$ cat config.mk
export PLATFORM = sky130hd
export DESIGN_NAME = mul_arb_rr
export DESIGN_NICKNAME = d
export VERILOG_FILES = /design/src/rtl/mul_arb_pkg.sv /design/src/rtl/mul_pipe_core.sv /design/src/rtl/mul_arb_rr.sv
export SDC_FILE = /design/constraint.sdc
export NUM_CORES = 1
export LEC_CHECK = 0
export ABC_AREA = 1
export CAP_MARGIN = 20
export CORE_ASPECT_RATIO = 1.5
export CORE_MARGIN = 3
export CORE_UTILIZATION = 54
export DETAILED_ROUTE_END_ITERATION = 10
export PLACE_DENSITY = 0.91
export SLEW_MARGIN = 10
export SYNTH_ARGS = -nofsm -noshare
export SYNTH_HDL_FRONTEND = slang
export SYNTH_SLANG_ARGS = --single-unit
$ cat constraint.sdc
create_clock -name clk -period 7.1 [get_ports clk]
set_clock_uncertainty 0.15 [all_clocks]
set_input_delay 2.13 -clock clk [delete_from_list [all_inputs] [get_ports clk]]
set_output_delay 2.13 -clock clk [all_outputs]
set_load 0.02 [all_outputs]
$ cat src/rtl/mul_arb_pkg.sv
// Shared defaults and the stage-1 record layout for the round-robin multiplier arbiter.
package mul_arb_pkg;

    localparam int WIDTH_DEF = 4;
    localparam int NREQ_DEF  = 4;
    localparam int ID_W      = $clog2(NREQ_DEF);
    localparam int PROD_W    = 2 * WIDTH_DEF;

    typedef struct packed {
        logic [PROD_W-1:0] psum_hi;
        logic [PROD_W-1:0] psum_lo;
        logic              valid;
        logic [ID_W-1:0]   id;
    } s1_rec_t;

endpackage

$ cat src/rtl/mul_pipe_core.sv
// Two-stage shift-add multiplier: stage 1 forms upper/lower partial sums, stage 2 adds them.
module mul_pipe_core
    import mul_arb_pkg::*;
#(
    parameter int WIDTH = WIDTH_DEF,
    parameter int IDW   = ID_W
) (
    input  logic               clk,
    input  logic               clr,
    input  logic               en,
    input  logic               in_valid,
    input  logic [IDW-1:0]     in_id,
    input  logic [WIDTH-1:0]   in_x,
    input  logic [WIDTH-1:0]   in_y,
    output logic               out_valid,
    output logic [IDW-1:0]     out_id,
    output logic [2*WIDTH-1:0] out_data
);

    localparam int PW   = 2 * WIDTH;
    localparam int HALF = WIDTH / 2;

    // Same layout as s1_rec_t, sized by this instance's parameters.
    typedef struct packed {
        logic [PW-1:0]  psum_hi;
        logic [PW-1:0]  psum_lo;
        logic           valid;
        logic [IDW-1:0] id;
    } s1_t;

    s1_t            s1_d, s1_q;
    logic [PW-1:0]  row;
    logic           valid_q;
    logic [IDW-1:0] id_q;
    logic [PW-1:0]  data_q;

    always_comb begin
        s1_d = '0;
        row  = '0;
        for (int j = 0; j < WIDTH; j++) begin
            row = in_y[j] ? (PW'(in_x) << j) : '0;
            if (j >= HALF) begin
                s1_d.psum_hi = s1_d.psum_hi + row;
            end else begin
                s1_d.psum_lo = s1_d.psum_lo + row;
            end
        end
        s1_d.valid = in_valid;
        s1_d.id    = in_id;
    end

    always_ff @(posedge clk or negedge clr) begin
        if (!clr) begin
            s1_q    <= '0;
            valid_q <= 1'b0;
            id_q    <= '0;
            data_q  <= '0;
        end else if (en) begin
            s1_q    <= s1_d;
            valid_q <= s1_q.valid;
            id_q    <= s1_q.id;
            data_q  <= s1_q.psum_hi + s1_q.psum_lo;
        end
    end

    assign out_valid = valid_q;
    assign out_id    = id_q;
    assign out_data  = data_q;

endmodule

$ cat src/rtl/mul_arb_rr.sv
// Round-robin arbiter feeding a shared two-stage multiplier.
// Define MUL_ARB_STATS_EN to add saturating issue_cnt/stall_cnt outputs.
module mul_arb_rr
    import mul_arb_pkg::*;
#(
    parameter int NREQ  = NREQ_DEF,
    parameter int WIDTH = WIDTH_DEF
) (
    input  logic                     clk,
    input  logic                     clr,
    input  logic [NREQ-1:0]          req_valid,
    input  logic [NREQ*WIDTH-1:0]    req_x,
    input  logic [NREQ*WIDTH-1:0]    req_y,
    output logic [NREQ-1:0]          req_ready,
    output logic                     rsp_valid,
    input  logic                     rsp_ready,
    output logic [$clog2(NREQ)-1:0]  rsp_id,
    output logic [2*WIDTH-1:0]       rsp_data
`ifdef MUL_ARB_STATS_EN
    ,
    output logic [15:0]              issue_cnt,
    output logic [15:0]              stall_cnt
`endif
);

    localparam int IDW = $clog2(NREQ);

    logic [IDW-1:0]   ptr_q, ptr_d;
    logic [IDW-1:0]   grant_idx;
    logic             grant_any;
    logic             stall;
    logic             accept;
    logic [WIDTH-1:0] op_x, op_y;
    int               idx;

    assign stall = rsp_valid & ~rsp_ready;

    // First valid requester at or after ptr, wrapping.
    always_comb begin
        grant_idx = '0;
        grant_any = 1'b0;
        idx       = 0;
        for (int k = 0; k < NREQ; k++) begin
            idx = int'(ptr_q) + k;
            if (idx >= NREQ) begin
                idx = idx - NREQ;
            end
            if (!grant_any && req_valid[idx]) begin
                grant_any = 1'b1;
                grant_idx = IDW'(idx);
            end
        end
    end

    // clr gating keeps req_ready low during reset even with requests pending.
    assign accept    = clr & ~stall & grant_any;
    assign req_ready = accept ? (NREQ'(1) << grant_idx) : '0;

    always_comb begin
        ptr_d = ptr_q;
        if (accept) begin
            ptr_d = (int'(grant_idx) == NREQ - 1) ? '0 : grant_idx + IDW'(1);
        end
    end

    always_ff @(posedge clk or negedge clr) begin
        if (!clr) begin
            ptr_q <= '0;
        end else begin
            ptr_q <= ptr_d;
        end
    end

    assign op_x = req_x[grant_idx*WIDTH +: WIDTH];
    assign op_y = req_y[grant_idx*WIDTH +: WIDTH];

    mul_pipe_core #(
        .WIDTH (WIDTH),
        .IDW   (IDW)
    ) u_core (
        .clk       (clk),
        .clr       (clr),
        .en        (~stall),
        .in_valid  (accept),
        .in_id     (grant_idx),
        .in_x      (op_x),
        .in_y      (op_y),
        .out_valid (rsp_valid),
        .out_id    (rsp_id),
        .out_data  (rsp_data)
    );

`ifdef MUL_ARB_STATS_EN
    logic [15:0] issue_cnt_q, stall_cnt_q;

    always_ff @(posedge clk or negedge clr) begin
        if (!clr) begin
            issue_cnt_q <= '0;
            stall_cnt_q <= '0;
        end else begin
            if (accept && issue_cnt_q != 16'hFFFF) begin
                issue_cnt_q <= issue_cnt_q + 16'd1;
            end
            if (stall && stall_cnt_q != 16'hFFFF) begin
                stall_cnt_q <= stall_cnt_q + 16'd1;
            end
        end
    end

    assign issue_cnt = issue_cnt_q;
    assign stall_cnt = stall_cnt_q;
`endif

endmodule

**Yosys cells after proc, flatten, opt, wreduce, memory -nomap -nowiden**

Index checks and enable logic that the tools add are counted.

- Input bits: 39
- Bits in registers: 32
- Output and inout bits: 15

- Multiplexer cells: 30
- Eq/ne operators: 1
- Bitwise operators: 5
- $lt $le $gt $ge: 8
- Shift operators: 3
- Reductions and logical operators: 6
- Add/subtract/negate cells: 11

Operator list:

| operator | count |
|---|---|
| 32-bit by 4-bit less-than comparator with 1-bit output (second input constant) | 4 |
| 32-bit two-way mux | 4 |
| 16-bit by 5-bit indexed part select with 4-bit output | 2 |
| 8-bit adder | 3 |
| 1-bit two-way mux | 12 |
| 3-bit by 3-bit subtractor with 4-bit output (second input constant) | 3 |
| 2-bit two-way mux | 5 |
| 3-bit >= comparator (second input constant) | 3 |
| 1-bit binary-select mux with 2-bit select | 4 |
| 4-bit two-way mux | 2 |
| 7-bit two-way mux | 1 |
| 2-bit by 2-bit adder with 3-bit output (second input constant) | 2 |
| 6-bit two-way mux | 1 |
| 5-bit two-way mux | 1 |
| 1-bit by 2-bit left shift with 4-bit output (first input constant) | 1 |
| 2-bit by 3-bit subtractor with 4-bit output (second input constant) | 1 |
| 2-bit by 1-bit adder with 3-bit output (second input constant) | 1 |
| 1-bit bitwise AND | 3 |
| 2-bit by 3-bit >= comparator with 1-bit output (second input constant) | 1 |
| 1-bit logical AND | 3 |
| 1-bit logical NOT | 3 |
| 2-bit by 1-bit adder with 2-bit output (second input constant) | 1 |
| 2-bit by 1-bit == test with 1-bit output (second input constant) | 1 |
| 1-bit NOT | 2 |

**Logic depth before layout (Yosys ltp)**

Gate-level depths: netlist of run 1.

- Word-level depth: 18
- Gate-level depth with buffers: 24

**Cells and area by module**

Synthesis of run 1 repeated with hierarchy kept, for this count alone.

- Cells, all modules: 350
- Area, all modules: 2389.8 µm²

Modules (own cells, without submodules):

| module | times used | area an instance (µm²) | sequential area each (µm²) | cells an instance |
|---|---|---|---|---|
| mul_pipe_core | 1 | 1462.7 | 650.6 | 183 |
| mul_arb_rr | 1 | 927.1 | 50.0 | 167 |

**Least setup slack after synthesis of run 1**

Ideal clock, no wire load.

- Path type: in2out
- From: input req_valid[3]
- To: output req_ready[2]
- Arrival time: 3.403 ns
- Cell stages on the path: 11
- Setup slack: 1.417 ns
- Data required time: 4.820 ns
- Cells stage by stage: inv_1 > nand2_1 > nand3_2 > nand2_2 > nor2_8 > nand3_4 > nand3_4 > buf_6 > ha_1 > inv_1 > nor2_1

- Cells in the longest elaborated chain, start to end: 15
- Elaborated cells between the ends (all ways): 29
- Classes of those cells: shift: 1; mux: 21; bitwise: 1; reduce/logical: 6

RTL lines:

| item | RTL line | text |
|---|---|---|
| from (decl) | mul_arb_rr.sv:11 | `input logic [NREQ-1:0] req_valid,` |
| 1-bit binary-select mux with 2-bit select | mul_arb_rr.sv:48 | `if (!grant_any && req_valid[idx]) begin` |
| 1-bit two-way mux (implied by the code) (2 in a row) | mul_arb_rr.sv:48 |  |
| 1-bit two-way mux | mul_arb_rr.sv:48 |  |
| 1-bit logical NOT | mul_arb_rr.sv:48 |  |
| 1-bit logical AND | mul_arb_rr.sv:48 |  |
| 1-bit two-way mux | mul_arb_rr.sv:48 |  |
| 1-bit logical NOT | mul_arb_rr.sv:48 |  |
| 1-bit logical AND | mul_arb_rr.sv:48 |  |
| 1-bit two-way mux | mul_arb_rr.sv:48 |  |
| 1-bit logical NOT | mul_arb_rr.sv:48 |  |
| 1-bit logical AND | mul_arb_rr.sv:48 |  |
| 2-bit two-way mux or 1-bit two-way mux (tied branches) | mul_arb_rr.sv:48 |  |
| 1-bit by 2-bit left shift with 4-bit output or 1-bit bitwise AND (tied branches) | mul_arb_rr.sv:57, mul_arb_rr.sv:56 |  |
| 4-bit two-way mux * | mul_arb_rr.sv:57 | `assign req_ready = accept ? (NREQ'(1) << grant_idx) : '0;` |
| to (decl) | mul_arb_rr.sv:14 | `output logic [NREQ-1:0] req_ready,` |

Every way passes the cells marked *; elsewhere a longest branch is shown, timed or not. The select of a mux whose other input is x is not followed.

**Worst setup path after layout of run 1**

- From: input req_valid[3]
- To: output req_ready[3]

- Cells in the longest elaborated chain, start to end: 15
- Elaborated cells between the ends (all ways): 29
- Classes of those cells: shift: 1; mux: 21; bitwise: 1; reduce/logical: 6

RTL lines:

| item | RTL line | text |
|---|---|---|
| 1-bit binary-select mux with 2-bit select | mul_arb_rr.sv:48 |  |
| 1-bit two-way mux (implied by the code) (2 in a row) | mul_arb_rr.sv:48 |  |
| 1-bit two-way mux | mul_arb_rr.sv:48 |  |
| 1-bit logical NOT | mul_arb_rr.sv:48 |  |
| 1-bit logical AND | mul_arb_rr.sv:48 |  |
| 1-bit two-way mux | mul_arb_rr.sv:48 |  |
| 1-bit logical NOT | mul_arb_rr.sv:48 |  |
| 1-bit logical AND | mul_arb_rr.sv:48 |  |
| 1-bit two-way mux | mul_arb_rr.sv:48 |  |
| 1-bit logical NOT | mul_arb_rr.sv:48 |  |
| 1-bit logical AND | mul_arb_rr.sv:48 |  |
| 2-bit two-way mux * | mul_arb_rr.sv:48 |  |
| via grant_idx[1] | mul_arb_rr.sv:29 | `logic [IDW-1:0] grant_idx;` |
| 1-bit by 2-bit left shift with 4-bit output * | mul_arb_rr.sv:57 |  |
| 4-bit two-way mux * | mul_arb_rr.sv:57 |  |

Mark *: on every way through the listed nets, which the timed path passes. The rest lies on a longest branch. The select of a mux whose other input is x is not followed.

==> results of run 1 <==
==> per-stage QoR <==
| step | utilization | cell area, um2 | hold WS, ns |
|---|---|---|---|
| after global placement | 0.709 | 2860 | 0.281 |
| after floorplan | - | 2310 | 0.269 |
| final | 0.723 | 2910 | 0.319 |
| after detailed placement | 0.709 | 2860 | 0.289 |
| after global routing | 0.723 | 2910 | 0.352 |
| after CTS | 0.723 | 2910 | 0.324 |
==> worst paths after layout <==
path / slack [ns] / startpoint / cells past startpoint / endpoint
worst max-delay path: 0.28 / req_valid[3] / 14 / req_ready[3]
worst min-delay path: 0.32 / u_core.s1_q[2]$_DFFE_PN0N_ / 2 / u_core.out_valid$_DFFE_PN0N_
worst max register to register: 3.76 / ptr_q[0]$_DFFE_PN0P_ / 20 / u_core.s1_q[8]$_DFFE_PN0N_
worst min register to register: 0.32 / u_core.s1_q[2]$_DFFE_PN0N_ / 2 / u_core.out_valid$_DFFE_PN0N_
max in group asynchronous: 4.44 / clr / 2 / u_core.out_data[6]$_DFFE_PN0N_
min in group asynchronous: 2.11 / clr / 2 / u_core.out_valid$_DFFE_PN0N_
==> critical path: stages <==
cell and delay (ns):
clkdlybuf4s50_1 0.47, inv_1 0.05, nand2_1 0.08, nand3_1 0.11, nand2_1 0.10, inv_1 0.09, nand3_1 0.10, nand3_1 0.09
nand2_2 0.23, clkinv_2 0.23, ha_1 0.24, inv_1 0.05, nor2_1 0.04, clkdlybuf4s50_1 0.53
==> Yosys cell counts (2+ instances only) <==
library cell / number / share of area
a21oi_1: 2 / 0.0043
a31oi_1: 3 / 0.0081
buf_6: 3 / 0.015
clkbuf_1: 4 / 0.0065
dfrtp_1: 28 / 0.30
fa_1: 3 / 0.026
ha_1: 14 / 0.076
inv_1: 46 / 0.075
inv_2: 8 / 0.013
nand2_1: 94 / 0.15
nand2_2: 19 / 0.051
nand2_4: 3 / 0.015
nand3_1: 18 / 0.039
nand3_2: 7 / 0.030
nand3_4: 2 / 0.015
nand4_1: 6 / 0.016
nor2_1: 26 / 0.042
nor2_2: 2 / 0.0054
o211ai_1: 3 / 0.0098
o21ai_0: 18 / 0.039
o21ai_1: 5 / 0.011
o31ai_1: 2 / 0.0065
==> metal layers <==
metal	up-vias	track usage	share of wire
li1	1130	-	-
met2	68	0.366	0.53
met1	989	0.220	0.40
met5	-	0	0
met3	11	0.0226	0.045
met4	0	0.113	0.024
==> state kept, by name, summed over array words and instances (netlist names) <==
register,cells
u_core.out_valid,1
u_core.s1_q,15
u_core.out_data,8
ptr_q,2
u_core.out_id,2
==> kinds of logic after synthesis <==
family | Yosys count | synth area share
and+or+nand+nor | 181 | 0.386
buffers and inverters | 65 | 0.124
AOI/OAI and AO/OA | 34 | 0.0813
DFF | 28 | 0.304
adders and majority gates | 17 | 0.102
xor gates and xnor gates | 1 | 0.00379
==> cell type report <==
class                           instances  area, um2  share of cell area
Clock buffer                            4       55.1              0.0189
Inverter                               56        216              0.0743
Multi-Input combinational cell        233       1320               0.454
Sequential cell                        28        701               0.241
Tap cell                               45       56.3              0.0193
Timing Repair Buffer                   57        561               0.193
==> layout by cell type, fill, tap and decap left out, types with 8 or more instances in the layout <==
cell type / netlist / layout
inv_2: 8 / 8
nand2_1: 94 / 94
o21ai_0: 18 / 18
nor2_1: 26 / 26
nand2_2: 19 / 19
nand3_1: 18 / 18
dfrtp_1: 28 / 28
inv_1: 46 / 46
clkdlybuf4s50_1: 0 / 53
ha_1: 14 / 14
==> results.cfg, run 1 <==
[timing]
setup_viol = 0
fin_setup_tns_ns = 0
max_freq_ghz = 0.147
fin_ws_ns = 0.283
period_minus_slack_ns = 6.82
finalMaxSlewViolations = 0
relSlewSlack = 0.701
worstMarginPinSlew_ns = 0.449
rsz0062_at_grt = false
post-route-period-util = 0.960
finalHoldViolations = 0

[floorplanning]
coreArea_um2 = 4030
die_h_um = 86.1
die_x_um = 59.4
num_rows = 28
fp.dieArea_um2 = 5110
io_pins = 54
initial_core_util = 0.573

[clock_network]
ctsRootBufferMaster = clkbuf_8
clk-insertion-delay-late_ns = 0.27
h-tree-depth = 1
cts_buffer_depth = 2
cts-resized-gates = 0
clock-sinks = 28
clkTransAtPathRegs_ns = 0.09
cts_tree = done
cts_hold_buf = 0
numCtsBuffers = 3
cts_setup_buffers = 0

[logic_synthesis]
post_synth.cell_area_avg_um2 = 7.08
synthCells = 326
synthDistinctLibCells = 32
synth_edf_count = 0
ys_seq_area_frac = 0.304
ys.flop_type = dfrtp_1
synth_fp_nets = 382
ys_warn_count = 0
synth_seq_cells = 28
syn-cell-area_um2 = 2310
async_reset_ff_frac = 1.00

[final_layout]
syn2layout_area_growth_pct = 26.1
drive_gt1_frac = 0.143
layout.nets = 435
num_antenna_cells = 0
stdcell_count = 423
fillers = 325

[critical_path]
required_ns = 4.82
path_class = in -> out
cp-start-kind = input port
endpoint_kind = output port
cp_max_fo = 12
cp.arrival_ns = 4.54

[placement]
hpwlAfterDp_um = 4020
dp.cells = 419
place.gp.congestion = 0.876
place_ws_ns = 0.302
port_buffers = 53

[outcome]
run_status = completed

[detailed_routing]
route.vias.total = 2198
wl_per_cell_um = 11.5
drc = 0
final_antenna_net_count = 0
via_per_inst = 5.20
drtIter0Drc = 83
wirelength_um = 4840
drt-pass1-iter-count = 4

[global_route]
grt_max_degree = 29
antenna_found_initial = 0
grt_util_all_layers = 0.203
grt_pass1_vias = 2172
gr-total-overflow = 0
grt_pass1_wl_um = 8360

[flow_run]
cap_viol_max_count = 0

[min_path]
hp-class = reg -> reg
Power of run 1 is left out: the tool's default activity adds up to more than one toggle a clock period on the data nets, which glitch-free logic cannot reach.
==> run 2, diff against run 1 <==
GPL_TIMING_DRIVEN = 1   (was default)
==> results of run 2 <==
Final layout, timing and power as in run 1 (identical DEF).
Power of run 2 is left out for the same reason.
